File: src/rtl/credit_pkg.sv
// Shared definitions for the credit-based send and receive sides:
// counter width helper and credit error flag encoding.
package credit_pkg;

  function automatic int unsigned credit_count_width(input int unsigned n);
    return $clog2(n + 1);
  endfunction

  typedef enum logic {
    CREDIT_OK       = 1'b0,
    CREDIT_OVERFLOW = 1'b1
  } credit_err_e;

endpackage

File: src/rtl/credit_send_unit_if.sv
// Handshake bundle between the upstream en/rdy queue, the send unit and the
// downstream credit-managed receiver.
interface credit_send_unit_if #(
  parameter int data_width = 32
);
  logic                  deq_en;
  logic                  deq_rdy;
  logic [data_width-1:0] deq_msg;
  logic                  send_en;
  logic [data_width-1:0] send_msg;
  logic                  credit_en;

  modport master (
    output deq_en, send_en, send_msg,
    input  deq_rdy, deq_msg, credit_en
  );

  modport slave (
    input  deq_en, send_en, send_msg,
    output deq_rdy, deq_msg, credit_en
  );
endinterface

File: src/rtl/credit_send_unit_counter.sv
// Saturating up/down credit counter with a sticky overflow flag raised when a
// credit arrives while every credit is already home.
import credit_pkg::*;

module credit_counter #(
  parameter int num_credits = 2,
  parameter int count_width = credit_count_width(num_credits)
) (
  input  logic                   clk,
  input  logic                   reset,
  input  logic                   inc,
  input  logic                   dec,
  output logic [count_width-1:0] count,
  output logic                   overflow
);

  localparam logic [count_width-1:0] FULL = count_width'(num_credits);

  credit_err_e err_q;

  always_ff @(posedge clk or negedge reset) begin
    if (!reset) begin
      count <= FULL;
      err_q <= CREDIT_OK;
    end else begin
      unique case ({inc, dec})
        2'b10: begin
          if (count == FULL) err_q <= CREDIT_OVERFLOW;
          else               count <= count + count_width'(1);
        end
        2'b01:   count <= count - count_width'(1);
        default: ;
      endcase
    end
  end

  assign overflow = (err_q == CREDIT_OVERFLOW);

endmodule

File: src/rtl/credit_send_unit.sv
// Credit-based sender: pops the upstream queue only while a downstream slot is
// available and presents the popped message one cycle later.
import credit_pkg::*;

module credit_send_unit #(
  parameter int data_width  = 32,
  parameter int num_credits = 2,
  parameter int count_width = credit_count_width(num_credits)
) (
  input  logic                   clk,
  input  logic                   reset,
  credit_send_unit_if.master     bus,
  output logic [count_width-1:0] credit_count,
  output logic                   idle,
  output logic                   credit_err
);

  logic                  send_en_q;
  logic [data_width-1:0] send_msg_q;
  logic                  pop;

  // Gated by reset so no pop is signalled while the unit is held in reset.
  assign pop        = reset & bus.deq_rdy & (credit_count != '0);
  assign bus.deq_en = pop;

  credit_counter #(
    .num_credits (num_credits),
    .count_width (count_width)
  ) u_counter (
    .clk      (clk),
    .reset    (reset),
    .inc      (bus.credit_en),
    .dec      (pop),
    .count    (credit_count),
    .overflow (credit_err)
  );

  always_ff @(posedge clk or negedge reset) begin
    if (!reset) begin
      send_en_q  <= 1'b0;
      send_msg_q <= '0;
    end else begin
      send_en_q <= pop;
      if (pop) send_msg_q <= bus.deq_msg;
    end
  end

  assign bus.send_en  = send_en_q;
  assign bus.send_msg = send_msg_q;
  assign idle         = (credit_count == count_width'(num_credits)) & ~send_en_q;

endmodule

File: src/flat_wrapper.sv
// flat-port wrapper written by rule: the top's interface ports become plain ports
module credit_send_unit_flat 
#(
  parameter int data_width  = 32,
  parameter int num_credits = 2,
  parameter int count_width = credit_count_width(num_credits)
)
  (clk, reset, credit_count, idle, credit_err, bus_deq_en, bus_send_en, bus_send_msg, bus_deq_rdy, bus_deq_msg, bus_credit_en);
  credit_send_unit_if #(.data_width(data_width)) bus_i ();
  input  logic clk;
  input  logic reset;
  output logic [count_width-1:0] credit_count;
  output logic idle;
  output logic credit_err;
  output wire logic [$bits(bus_i.deq_en)-1:0] bus_deq_en;
  output wire logic [$bits(bus_i.send_en)-1:0] bus_send_en;
  output wire logic [$bits(bus_i.send_msg)-1:0] bus_send_msg;
  input wire logic [$bits(bus_i.deq_rdy)-1:0] bus_deq_rdy;
  input wire logic [$bits(bus_i.deq_msg)-1:0] bus_deq_msg;
  input wire logic [$bits(bus_i.credit_en)-1:0] bus_credit_en;
  assign bus_deq_en = bus_i.deq_en;
  assign bus_send_en = bus_i.send_en;
  assign bus_send_msg = bus_i.send_msg;
  assign bus_i.deq_rdy = bus_deq_rdy;
  assign bus_i.deq_msg = bus_deq_msg;
  assign bus_i.credit_en = bus_credit_en;
  credit_send_unit #(.data_width(data_width), .num_credits(num_credits), .count_width(count_width)) u_core (.clk(clk), .reset(reset), .bus(bus_i), .credit_count(credit_count), .idle(idle), .credit_err(credit_err));
endmodule
File: config.mk
export PLATFORM = sky130hd
export DESIGN_NAME = credit_send_unit_flat
export DESIGN_NICKNAME = d
export VERILOG_FILES = /design/src/rtl/credit_pkg.sv /design/src/rtl/credit_send_unit_if.sv /design/src/rtl/credit_send_unit_counter.sv /design/src/rtl/credit_send_unit.sv /design/src/flat_wrapper.sv
export SDC_FILE = /design/constraint.sdc
export NUM_CORES = 1
export LEC_CHECK = 0
export BUFFER_PORTS_ARGS = -buffer_cell sky130_fd_sc_hd__buf_2
export CAP_MARGIN = 20
export CELL_PAD_IN_SITES_DETAIL_PLACEMENT = 1
export CELL_PAD_IN_SITES_GLOBAL_PLACEMENT = 1
export CORE_ASPECT_RATIO = 2
export CORE_UTILIZATION = 34
export CTS_BUF_LIST = sky130_fd_sc_hd__clkbuf_8
export DETAILED_ROUTE_END_ITERATION = 8
export GPL_ROUTABILITY_DRIVEN = 0
export PLACE_DENSITY = 0.83
export SLEW_MARGIN = 20
export SYNTH_ARGS = -nofsm -noshare
export SYNTH_HDL_FRONTEND = slang
export SYNTH_SLANG_ARGS = --single-unit
export TNS_END_PERCENT = 50
File: constraint.sdc
create_clock -name clk -period 1.6 [get_ports clk]
set_input_delay 0.08 -clock clk [delete_from_list [all_inputs] [get_ports clk]]
set_output_delay 0.08 -clock clk [all_outputs]
set_load 0.005 [all_outputs]
## Word-level counts from Yosys, hierarchy flattened

Cells that the tools add are included.

- Input port bits: 36
- Output and inout bits: 38
- Flip-flop bits (word level): 36

- Add/subtract/negate cells: 2
- Equality and inequality tests: 4
- Reduce and logical (&&, ||, !) cells: 4
- Bitwise operators: 4
- Mux-type cells: 2

Operators by type and width:

| cell | number |
|---|---|
| equality test 2 bit (second input constant) | 2 |
| one-hot mux 2 bit (2 select lines) | 1 |
| AND reduction 2 bit | 2 |
| nonzero test 2 bit | 2 |
| AND 1 bit | 3 |
| adder 2 x 1 -> 2 bit (second input constant) | 1 |
| equality test 2 x 1 -> 1 bit (second input constant) | 1 |
| two-way mux 2 bit | 1 |
| inequality test 2 bit (second input constant) | 1 |
| subtractor 2 x 1 -> 2 bit (second input constant) | 1 |
| NOT 1 bit | 1 |

## Logic depth before layout (Yosys ltp)

Gate-level depths: netlist (run 1).

- Depth in word-level cells: 5
- Depth in mapped cells: 5
- Mapped depth without buffers: 3

## Modules after synthesis

Synthesis (run 1) repeated with hierarchy kept, for this count alone.

- Cells, all modules: 83
- Area total of the unflattened synthesis: 1392.6 um^2

By module, submodules not included:

| module | cells each | sequential area each (um^2) | times used | area each (um^2) |
|---|---|---|---|---|
| credit_send_unit | 71 | 825.8 | 1 | 1252.5 |
| credit_counter | 12 | 76.3 | 1 | 140.1 |

## Least setup slack after synthesis (run 1)

OpenSTA, ideal clock, no wires.

- Path kind: register to register
- Start point: register u_core.u_counter.count[1]
- End point: register u_core.send_msg_q[12], in the netlist u_core.bus.send_msg[12]
- Cell stages (with the launch flop): 6
- Arrival: 1.407 ns
- Required time: 1.475 ns
- Slack: 0.068 ns
- Buffers on the path: 2
- Path through: dfstp_2 nor2_2 or2_1 buf_6 buf_12 mux2_4

- Word-level cells in the longest chain between the ends: 2

RTL lines:

| item | RTL line | text |
|---|---|---|
| from (decl) | credit_send_unit_counter.sv:13 | `output logic [count_width-1:0] count,` |
| from (signal assigned) | credit_send_unit_counter.sv:29 | `else count <= count + count_width'(1);` |
| from (signal assigned) | credit_send_unit_counter.sv:31 | `2'b01: count <= count - count_width'(1);` |
| nonzero test 2 bit | credit_send_unit.sv:23 | `assign pop = reset & bus.deq_rdy & (credit_count != '0);` |
| AND 1 bit | credit_send_unit.sv:23 |  |
| to (signal assigned) | credit_send_unit.sv:44 | `if (pop) send_msg_q <= bus.deq_msg;` |
| to (decl) | credit_send_unit.sv:19 | `logic [data_width-1:0] send_msg_q;` |

No other way between the ends.
A chain may end at the register's enable or synchronous reset.

## Worst setup path in the final report (run 1)

- Start point: register u_core.u_counter.count[1]
- End point: register u_core.send_msg_q[6], in the netlist u_core.bus.send_msg[6]

Same word-level chain as after synthesis.

==> results of run 1 <==
## worst paths after layout
path | slack (ns) | end | from | depth (start not counted)
hold / removal | 0.03 | u_core.bus.send_msg[3]$_DFFE_PN0P_ | bus_deq_msg[3] | 2
min in group asynchronous | 0.41 | u_core.bus.send_msg[11]$_DFFE_PN0P_ | reset | 3
setup reg to reg | 0.06 | u_core.bus.send_msg[6]$_DFFE_PN0P_ | u_core.u_counter.count[1]$_DFFE_PN1P_ | 5
setup / recovery | 0.06 | u_core.bus.send_msg[6]$_DFFE_PN0P_ | u_core.u_counter.count[1]$_DFFE_PN1P_ | 5
max in group asynchronous | 0.84 | u_core.u_counter.count[1]$_DFFE_PN1P_ | reset | 3
hold reg to reg | 0.47 | u_core.u_counter.overflow$_DFFE_PN0P_ | u_core.u_counter.overflow$_DFFE_PN0P_ | 1
## synthesized netlist by cell type (2+ instances only)
cell and n:
nand2_1 2, buf_12 3, mux2_4 29, mux2_2 3, dfrtp_1 35, inv_1 3
## report_power, final
group	internal, mW	switching [mW]
clock	0.289	0.291
combinational	0.929	0.507
sequential	1.32	0.229
total	2.54	1.03
## state kept, by name (all words and copies together), names as in the netlist
name	flops
u_core.u_counter.count	2
u_core.u_counter.overflow	1
u_core.bus.send_en	1
u_core.bus.send_msg	32
## per-layer routing
metal	global-route usage (%)	routed length, um	vias to the layer above	share of wire (%)
li1	-	-	484	-
met5	0	0	-	0
met3	2.66	161	9	4.3
met1	16.4	1210	525	33
met2	32.7	2240	43	60
met4	7.47	93	0	2.5
## logic make-up after synthesis
logic type             count (synthesis)  synth area share [%]
AOI/OAI and AO/OA                      6                  2.76
and+or+nand+nor                        7                  2.84
buffers and inverters                  7                  5.36
muxes                                 32                  30.5
DFF                                   36                  58.6
## area by class of cell
cell class              instances  share of cell area [%]
well taps                      54                    3.18
multi-input cells              45                    26.4
clock buffers                   5                    3.24
flip-flops and latches         36                    42.4
inverters                       3                   0.529
repair buffers                 85                    23.9
clock inverters                 2                   0.412
## timing repair
action | 4_1_cts | 5_1_grt
endpoints found under the setup margin | 1 | 1
resized for setup | 1 | 1
hold endpoints to repair | 35 | 0
buffers inserted | 0 | 6
hold buffers | 1 | 0
==> results.md, run 1 <==
- The level count of the clock H-tree is 2.
- After layout, the design draws a total of 3.57 mW.
- The leading cell type in the layout, fill and taps excluded is buf_2.
- The CTS tree is built.
- The clock-pin slew on the worst setup and hold paths is 0.07 ns.
- The row count is 34.
- The first global-routing pass estimated 6.04 mm of wire.
- Summed over all cells, the static leakage comes to 1.15 nW.
- The worst-case setup margin in the final layout is 0.0561 ns.
- The pre-CTS setup slack is 0.0746 ns.
- In the synthesized netlist the dominant register cell turns out to be dfrtp_1.
- The number of enable-type register cells in the synthesized netlist is 0.
- For this run, the slowest stage of the critical path takes ~0.54 ns.
- The number of vias in the routed layout is 1061.
- Traced cell by cell, the critical path runs through nor2_2 -> or2_4 -> buf_12 -> buf_12 -> mux2_4.
- The global route total overflow is 0.
- The cell total after placement is between 200 and 250.
- The share of flip-flops with an asynchronous set or reset after synthesis is 100%.
- The maximum buffer depth of the clock tree is 2.
- The top cell types in the final layout, fill and taps aside, are buf_2, dfrtp_1, mux2_4.
- The biggest area contributor in the post-synthesis netlist is dfrtp_1.
- The post-route non-filler standard cell count is 230.
- The synthesized design contains 36 register bits.
- The filler cells instantiated in the layout total 488.
- The antenna diode count is 0.
- The worst setup path is launched from a register.
- The average instance in the mapped netlist occupies approximately 18 sq um.
- The initial cell density of the core is 35.5%.
- The total negative setup slack is 0 ns.
- The total of warnings raised by yosys is 0.
- The flow ran to the end, and the final reports show no timing, DRC or antenna violations.
- The layout cell share with drive strength beyond 1 is ~70%.
- The worst hold slack across all endpoints is 0.0338 ns.
- The count of cell types in the netlist is 19.
- The maximum fanout encountered on the critical timing path is 7.
- The buffer type at the clock tree root is clkbuf_8.
- The final number of hold-violating endpoints is 0.
- After routing the design area is 2130 sq um.
- Summing the sequential cell areas from Yosys gives 58.6% of the chip area.
- The region available for standard cell placement spans around 4300 sq um.
- The count of pins over their slew limit is 0.
- After the last flow step, the layout net total stands at 212.
- In this run the power density over the cells is 1680 nW/um^2.
- In this run the remaining antenna-violating nets after routing total 0.
- The area used by multi-input combinational logic is 561 sq um.
- The net count of the mapped netlist is about 120.
- The tightest slew margin relative to the limit is just under 70%.
- In this run, the number of DRC markers left after iteration 0 of detailed routing was 15.
- Across the routed clock network, the largest skew measured is around 0.0027 ns.
- The maximum number of pins on one net before global-route repair is 39.
- Of the available clock period, the critical path in the final layout requires 96.5%.
- The floorplan step set the die height to 97.2 um.
- The synthesized netlist occupies a cell area of 1540 sq um.
- Setup repair after global routing left no endpoint under its margin.
- Dividing the detail-routed wire length by the instance count gives 16.1 um.
- The number of antenna violations at the first check in global routing is 0.
- The residual DRC count is 0.
- The kind of capture point of the worst setup path is a register.
- STA puts the critical path data required time at 1.76 ns.
- The dominant cell type by count on the critical path is buf_12.
- The cell with the biggest individual delay on the critical path is dfstp_2.
- After synthesis, the largest area contributor takes up roughly 57% of total cell area.
- The number of clock buffers inserted by TritonCTS is 5.
- Compared with the post-synthesis result, the final layout area differs by 38.1%.
- The later pin in the worst-skew pair is clocked with a latency of approximately 0.27 ns.
- The total wire length is roughly 3.7 mm.
- Using the TritonRoute via totals, the vias-per-cell ratio works out to 4.61.
- The number of top-level pins is 74.
- The path category of the worst min-delay check is in2reg.
- The count of buffers from port buffering is 73.
- After synthesis, the cell types taking the most area are dfrtp_1, mux2_4, buf_12.
- The number of setup violations in the final report is 0.
- The worst path buffer plus inverter count is 2.
- After technology mapping, the gate count stands at approximately 90.
- Summing all flip-flop and latch instances after layout gives 902 sq um.
- The post-layout minimum cycle time is 1.54 ns.
- The area of the die is 4820 sq um.
- The fraction of the core area covered by cells at the end of the flow is ~49%.
- The number of global-route vias before repair was roughly 1200.
- The placed instances occupy a cell area of 1960 sq um.
- Timing would allow up to 0.648 GHz.
- The die span in x is 49.6 um.
- The maximum VDD drop is a little under 0.0008 V.
- The measured slew at the worst slew-check pin is 0.469 ns.
- Counting every sink on the clock net gives 36.
- The max-cap check violation count is 0.
- The family with the most delay on the worst path is flip-flops.
- The data arrival time of the critical path is 1.70 ns.
- The global-route usage over all layers is between 10% and 20%.
- The type of the setup path with the least slack is reg2reg.
- The post-detailed-placement half-perimeter wirelength is 2.75 mm.
- Before antenna repair, the detailed router went through 4 iterations.
No activity file was read; power rests on OpenSTA's default activity.
==> run 2: changes to the inputs <==
--- a/config.mk
+++ b/config.mk
@@ -9,7 +9,7 @@
 export CAP_MARGIN = 20
 export CELL_PAD_IN_SITES_DETAIL_PLACEMENT = 1
 export CELL_PAD_IN_SITES_GLOBAL_PLACEMENT = 1
-export CORE_ASPECT_RATIO = 2
+export CORE_ASPECT_RATIO = 1.2
 export CORE_UTILIZATION = 34
 export CTS_BUF_LIST = sky130_fd_sc_hd__clkbuf_8
 export DETAILED_ROUTE_END_ITERATION = 8
==> run 2 against run 1 <==
  * Clock power rose by 18%
  * Flip-flop and latch count unchanged
  * Total power grew 2.2%
  * Combinational power hardly changed
  * Via count decreased by 0.66%
  * Sequential power is essentially flat
  * Die area is 0.31% lower
  * Utilization rose by 0.22 points
  * Sequential share of layout area increased by 0.25 points
==> results.md, run 2 (synthesized netlist as in run 1, its figures left out) <==
- The run finished with clean final reports.
- The core area is 4290 sq um.
- The tool flagged a number of max-cap violations equal to 0.
- For this run, the slowest stage of the critical path takes 0.55 ns.
- The family with the most delay on the worst path is flip-flops.
- The register with the most flip-flops in the layout has 32 of them.
- The maximum number of pins on one net before global-route repair is 39.
- The pre-antenna-repair detailed-routing pass consisted of 3 iterations.
- At the later pin of the worst-skew pair, clock insertion delay measures between 0.2 and 0.3 ns.
- The initialized floorplan defines 26 standard-cell rows.
- The number of top-level pins is 74.
- At the worst endpoint, the required time is 1.77 ns.
- The number of setup violations in the final report is 0.
- After detailed routing, the number of vias per cell comes to between 4 and 5.
- The fraction of the core area covered by cells at the end of the flow is 49.2%.
- Power spread over the standard cell area amounts to 1720 nW/um^2.
- The initial utilization of the core area, before any placement, comes to 35.9%.
- The cell total after placement is 218.
- The number of sinks driven by the clock tree is 36.
- The residual DRC count is 0.
- The number of global-route vias before repair is 1112.
- The total wire length is between 3 and 4 mm.
- For this run, the total global-route usage over all layers was measured as 15.4%.
- The CTS tree is built.
- The routed layout has 1054 vias.
- The final number of hold-violating endpoints came to 0.
- The first global-routing pass estimated 5.51 mm of wire.
- Clock-pin slew was measured on the worst setup and hold paths at 0.07 ns.
- Detailed placement finished with a half-perimeter wire length of between 2 and 3 mm.
- The buffer type at the clock tree root is clkbuf_8.
- The worst-case IR drop observed on VDD is 0.000560 V.
- For the finished layout, the period the worst path requires is 1.54 ns.
- The number of buffers and inverters on the critical path is 2.
- The min-delay analysis places its worst path in the category in2reg.
- In this run the static leakage power is 1.14 nW.
- The maximum fanout encountered on the critical timing path is 9.
- Summing all placed instances gives a cell area of 1950 sq um.
- The measured slew at the worst slew-check pin is 0.464 ns.
- The count of buffers from port buffering is 73.
- The die is 63.4 um wide.
- The final-stage net count is 210.
- After routing the design area is about 2100 sq um.
- The critical path is of the reg2reg type.
- The total chip power is 3.65 mW.
- The detail route stage leaves a number of antenna-violating nets equal to 0.
- The area of the die is roughly 4800 sq um.
- Relative to the synthesized area, the layout overhead comes to 37.3%.
- The number of antenna violations at the first check in global routing is 0.
- OpenSTA, run right after detailed placement, puts the worst setup slack at around 0.048 ns.
- The level count of the clock H-tree is 2.
- The kind of capture point of the worst setup path is a register.
- After layout, the worst setup slack is around 0.056 ns.
- The tightest hold path in the finished design has a slack of ~0.023 ns.
- The number of clock buffers inserted by TritonCTS is 5.
- The tightest slew margin relative to the limit is 69.1%.
- Leaving out fill and tap cells, the most frequent cell in the layout is buf_2.
- The final critical-path share of the clock period is 96.5%.
- On the critical path, the stage with the largest delay is an instance of dfstp_2.
- In the final routed layout, each cell accounts on average for 15.3 um.
- The first routing iteration left 17 violations.
- In the layout the commonest cells are buf_2, dfrtp_1, mux2_4.
- After global routing the overflow that remains totals 0.
- The clock passes through at most 2 buffers.
- Across the routed clock network, the largest skew measured is 0.00827 ns.
- Traced cell by cell, the critical path runs through nor2_2 -> or2_4 -> buf_12 -> buf_4 -> mux2_4.
- The layout cell share with drive strength beyond 1 is a little under three quarters.
- The worst setup path is launched from a register.
- The count of pins over their slew limit is 0.
- The data arrival time of the critical path is ~1.7 ns.
- The finished layout holds 231 standard cells, fillers aside.
- In the final timing run, aggregate negative setup slack is 0 ns.
- The highest clock frequency the design can meet is 0.648 GHz.
- The number of antenna diodes in the final layout is 0.
- The die span in y is ~76 um.
[run 2: final cells by class]
type / instances / area (sq um)
tap: 56 / 70.1
inverter: 3 / 11.3
clock inverter: 1 / 3.75
multi-input combinational: 45 / 561
timing repair buffer: 83 / 470
clock buffer: 7 / 96.3
fill: 484 / 2180
sequential: 36 / 902
[run 2: what timing repair did]
| action | 4_1_cts | 5_1_grt |
|---|---|---|
| resized for setup | 3 | 2 |
| cloned | 0 | 0 |
| hold buffers | 1 | 0 |
| endpoints found under the hold margin | 35 | 0 |
| endpoints found under the setup margin | 1 | 1 |
| pin swaps | 0 | 1 |
| setup buffers | 0 | 5 |
[run 2: path summary, 6_finish.rpt]
path / to / from / depth (start not counted) / slack, ns
worst min-delay path: u_core.bus.send_msg[4]$_DFFE_PN0P_ / bus_deq_msg[4] / 2 / 0.02
worst max-delay path: u_core.bus.send_msg[6]$_DFFE_PN0P_ / u_core.u_counter.count[1]$_DFFE_PN1P_ / 5 / 0.06
min in group asynchronous: u_core.u_counter.count[0]$_DFFE_PN0P_ / reset / 2 / 0.41
worst max register to register: u_core.bus.send_msg[6]$_DFFE_PN0P_ / u_core.u_counter.count[1]$_DFFE_PN1P_ / 5 / 0.06
max in group asynchronous: u_core.u_counter.count[1]$_DFFE_PN1P_ / reset / 2 / 0.85
worst min register to register: u_core.u_counter.overflow$_DFFE_PN0P_ / u_core.u_counter.overflow$_DFFE_PN0P_ / 1 / 0.47
[run 2: worst reg2reg max path, cell delays in order, from the launching register on]
cell and delay (ns):
dfstp_2 0.55, nor2_2 0.05, or2_4 0.25, buf_12 0.15, buf_4 0.14, mux2_4 0.29
[run 2: metal layers]
layer / vias up / track usage (%) / routed length [um]
li1: 479 / - / -
met5: - / 0 / 0
met1: 527 / 18.0 / 1380
met3: 3 / 4.79 / 224
met2: 45 / 27.0 / 1900
met4: 0 / 5.30 / 30
[run 2: report_power, final]
group	total [mW]	leakage [nW]	internal, mW	switching [mW]
logic	1.41	0.670	0.905	0.501
registers	1.56	0.418	1.32	0.237
clock network	0.683	0.0557	0.386	0.296
total	3.65	1.14	2.61	1.03
==> run 3: changes to the inputs <==
==> constraint.sdc (replaced) <==
create_clock -name clk -period 1.6 [get_ports clk]
set_input_delay 0 -clock clk [delete_from_list [all_inputs] [get_ports clk]]
set_output_delay 0 -clock clk [all_outputs]
set_load 0.005 [all_outputs]
==> run 3 against run 2 <==
  * Register-to-register slack better by 0.06 ns
  * Total power increased by 2.1%
  * Clock power increased by 0.9%
  * Final area is 14% higher
  * Die area unchanged
  * Global-route usage is 3.7 points higher
  * Flip-flop and latch count is the same
  * Wire length is 21% higher
  * Setup slack better by 0.056 ns
  * Clock-buffer cell count unchanged
  * Via count is 11% higher
  * Largest cell class unchanged
==> results.md, run 3 (synthesized netlist as in run 1, its figures left out) <==
- The register with the most flip-flops in the layout has 32 of them.
- The measured slew at the worst slew-check pin is 0.459 ns.
- The count of pins over their slew limit is 0.
- Setup repair after global routing left no endpoint under its margin.
- The final cell area excluding filler cells is around 2400 sq um.
- The number of antenna violations at the first check in global routing is 0.
- The clock-pin slew on the worst setup and hold paths is 0.07 ns.
- From bottom edge to top edge, the die measures around 76 um.
- The kind of capture point of the worst setup path is a register.
- The maximum number of pins on one net before global-route repair is 39.
- Summed over all cells, the static leakage comes to 1.26 nW.
- The global-route usage over all layers is between 10% and 20%.
- No sink is reached through more buffers than the 2 on the longest clock path.
- The post-detailed-placement half-perimeter wirelength is approximately 2.6 mm.
- In the finished design, the share of the clock period the worst path needs comes to 93.0%.
- The flow ran to the end, and the final reports show no timing, DRC or antenna violations.
- Counting the buffers created by CTS gives 5.
- The initialized floorplan defines 26 standard-cell rows.
- The core area is roughly 4300 sq um.
- The internal power of the cells is 2.64 mW.
- The max-cap check violation count is 0.
- The global route total overflow is 0.
- Relative to the synthesized area, the layout overhead comes to 56.1%.
- The largest incremental delay on the critical path is 0.55 ns.
- The path category of the worst min-delay check is in2reg.
- The worst-case IR drop observed on VDD is 0.000584 V.
- The later-pin clock latency in the skew report is 0.28 ns.
- The type of the setup path with the least slack is reg2reg.
- Clock tree synthesis found a total of 36 sinks.
- The top cell types in the final layout, fill and taps aside, are buf_2, dfrtp_1, dlygate4sd3_1.
- TritonCTS built the clock tree.
- Of all nets on the critical path, the largest fanout is 23.
- The final-stage net count is 239.
- The total iterations of the first detailed-routing run is 2.
- The worst path buffer plus inverter count is 1.
- The library cell used most frequently in the layout, excluding fill and tap cells, is buf_2.
- Walking the worst path, the cells encountered are nor2_2 -> or2_4 -> buf_12 -> mux2_4.
- The count of buffers from port buffering is 73.
- The cell with the biggest individual delay on the critical path is dfstp_2.
- In this run the post-CTS setup repair buffer count came out at 0.
- In the final layout, the share of cells above drive strength 1 is 59.3%.
- STA puts the critical path data arrival time at 1.65 ns.
- The critical path required time is 1.76 ns.
- The total negative setup slack is 0 ns.
- The type of origin of the critical path is a register.
- The power density of the placed cells is 1550 nW/um^2.
- The tightest slew margin relative to the limit is 69.4%.
- The worst clock skew is 0.00719 ns.
- The count of nets left with antenna violations once routing finished came out at 0.
- For the finished layout, the period the worst path requires is 1.49 ns.
- Net switching is 29.1% of the power.
- Dividing the detail-routed wire length by the instance count gives 16.5 um.
- The number of top-level pins is 74.
- The area of the die is 4800 sq um.
- After detailed routing, the number of vias per cell comes to approximately 4.5.
- The highest clock frequency the design can meet is 0.672 GHz.
- Per report_power, the sequential group accounts for 42.2% of the total.
- Setup violations remaining at the end of the flow were counted as 0.
- The initial cell density of the core is 35.9%.
- The number of vias in the routed layout is 1171.
- The wire length of the first global-routing pass is 6.78 mm.
- The number of global-route vias before repair was 1334.
- The final number of hold-violating endpoints is 0.
- The residual DRC count is 0.
- The total wire length is 4.28 mm.
- In this run the power spent charging and discharging nets is 1.08 mW.
- The tree is rooted in a clkbuf_8.
- For this block, the initial DRC count from the detailed router was 27.
- The antenna diode count is 0.
- The family with the most delay on the worst path is flip-flops.
- The share of power burned in the clock network is 18.5%.
- In this run the number of H-tree levels came out at 2.
- Combinational cells account for 39.3% of the total power.
- In this run the horizontal extent of the chip is 63.4 um.
- The placed cell area is 1950 sq um.
## run 3: cell types whose count changed in the layout (fill, tap and decap cells not counted), sizes merged
cell and delta:
buf -4, dlygate4sd3 +33
## run 3: through the flow
step / worst slack (ns) / std cells / total power, mW / utilization [%] / hold WS [ns]
floorplan: 0.0677 / 88 / 2.32 / - / -0.296
global placement: 0.0956 / 218 / 2.85 / 45.5 / 0.0966
detailed placement: 0.0476 / 218 / 2.94 / 45.5 / 0.115
CTS: 0.0262 / 260 / 3.72 / 55.9 / 0.0587
global route: 0.0499 / 260 / 3.96 / 56.0 / 0.0765
finish: 0.112 / 260 / 3.72 / 56.0 / 0.0688
## run 3: routing by layer
metal  vias to the layer above  GRT usage, %  routed length (um)
met2                        46          37.2                2450
li1                        538             -                   -
met4                         0          7.07                  37
met3                         4          4.94                 208
met5                         -             0                   0
met1                       583          19.8                1580
## run 3: power by group through the flow
stage	sequential [mW]	combinational, mW	clock, mW
floorplan	1.60	0.720	0
global placement	1.53	1.32	0
detailed placement	1.57	1.38	0
CTS	1.56	1.45	0.710
global route	1.62	1.59	0.752
finish	1.57	1.46	0.689
## run 3: repair_timing
item	CTS	global route
hold buffers	34	0
endpoints found under the setup margin	1	1
resized for setup	1	2
endpoints found under the hold margin	68	0
## run 3: layout make-up
class                           instances  area [sq um]
Fill cell                             471          1890
Sequential cell                        36           902
Timing Repair Buffer                  112           763
Multi-Input combinational cell         45           558
Clock buffer                            7          96.3
Tap cell                               56          70.1
Inverter                                3          11.3
Clock inverter                          1          3.75
## run 3: final timing paths
kind / startpoint / end / slack (ns) / cells after the start
setup / recovery: u_core.u_counter.count[1]$_DFFE_PN1P_ / u_core.bus.send_msg[17]$_DFFE_PN0P_ / 0.11 / 4
hold / removal: bus_deq_rdy / u_core.u_counter.count[0]$_DFFE_PN0P_ / 0.07 / 3
setup reg to reg: u_core.u_counter.count[1]$_DFFE_PN1P_ / u_core.bus.send_msg[17]$_DFFE_PN0P_ / 0.11 / 4
hold reg to reg: u_core.u_counter.overflow$_DFFE_PN0P_ / u_core.u_counter.overflow$_DFFE_PN0P_ / 0.46 / 1
max in group asynchronous: reset / u_core.u_counter.count[1]$_DFFE_PN1P_ / 0.89 / 3
min in group asynchronous: reset / u_core.bus.send_msg[15]$_DFFE_PN0P_ / 0.37 / 3
## run 3: worst min-delay path, delay by kind of cell
kind                   cells  cell delay, ns
AOI/OAI and AO/OA          1            0.09
buffers and inverters      1            0.12
and+or+nand+nor            1            0.09
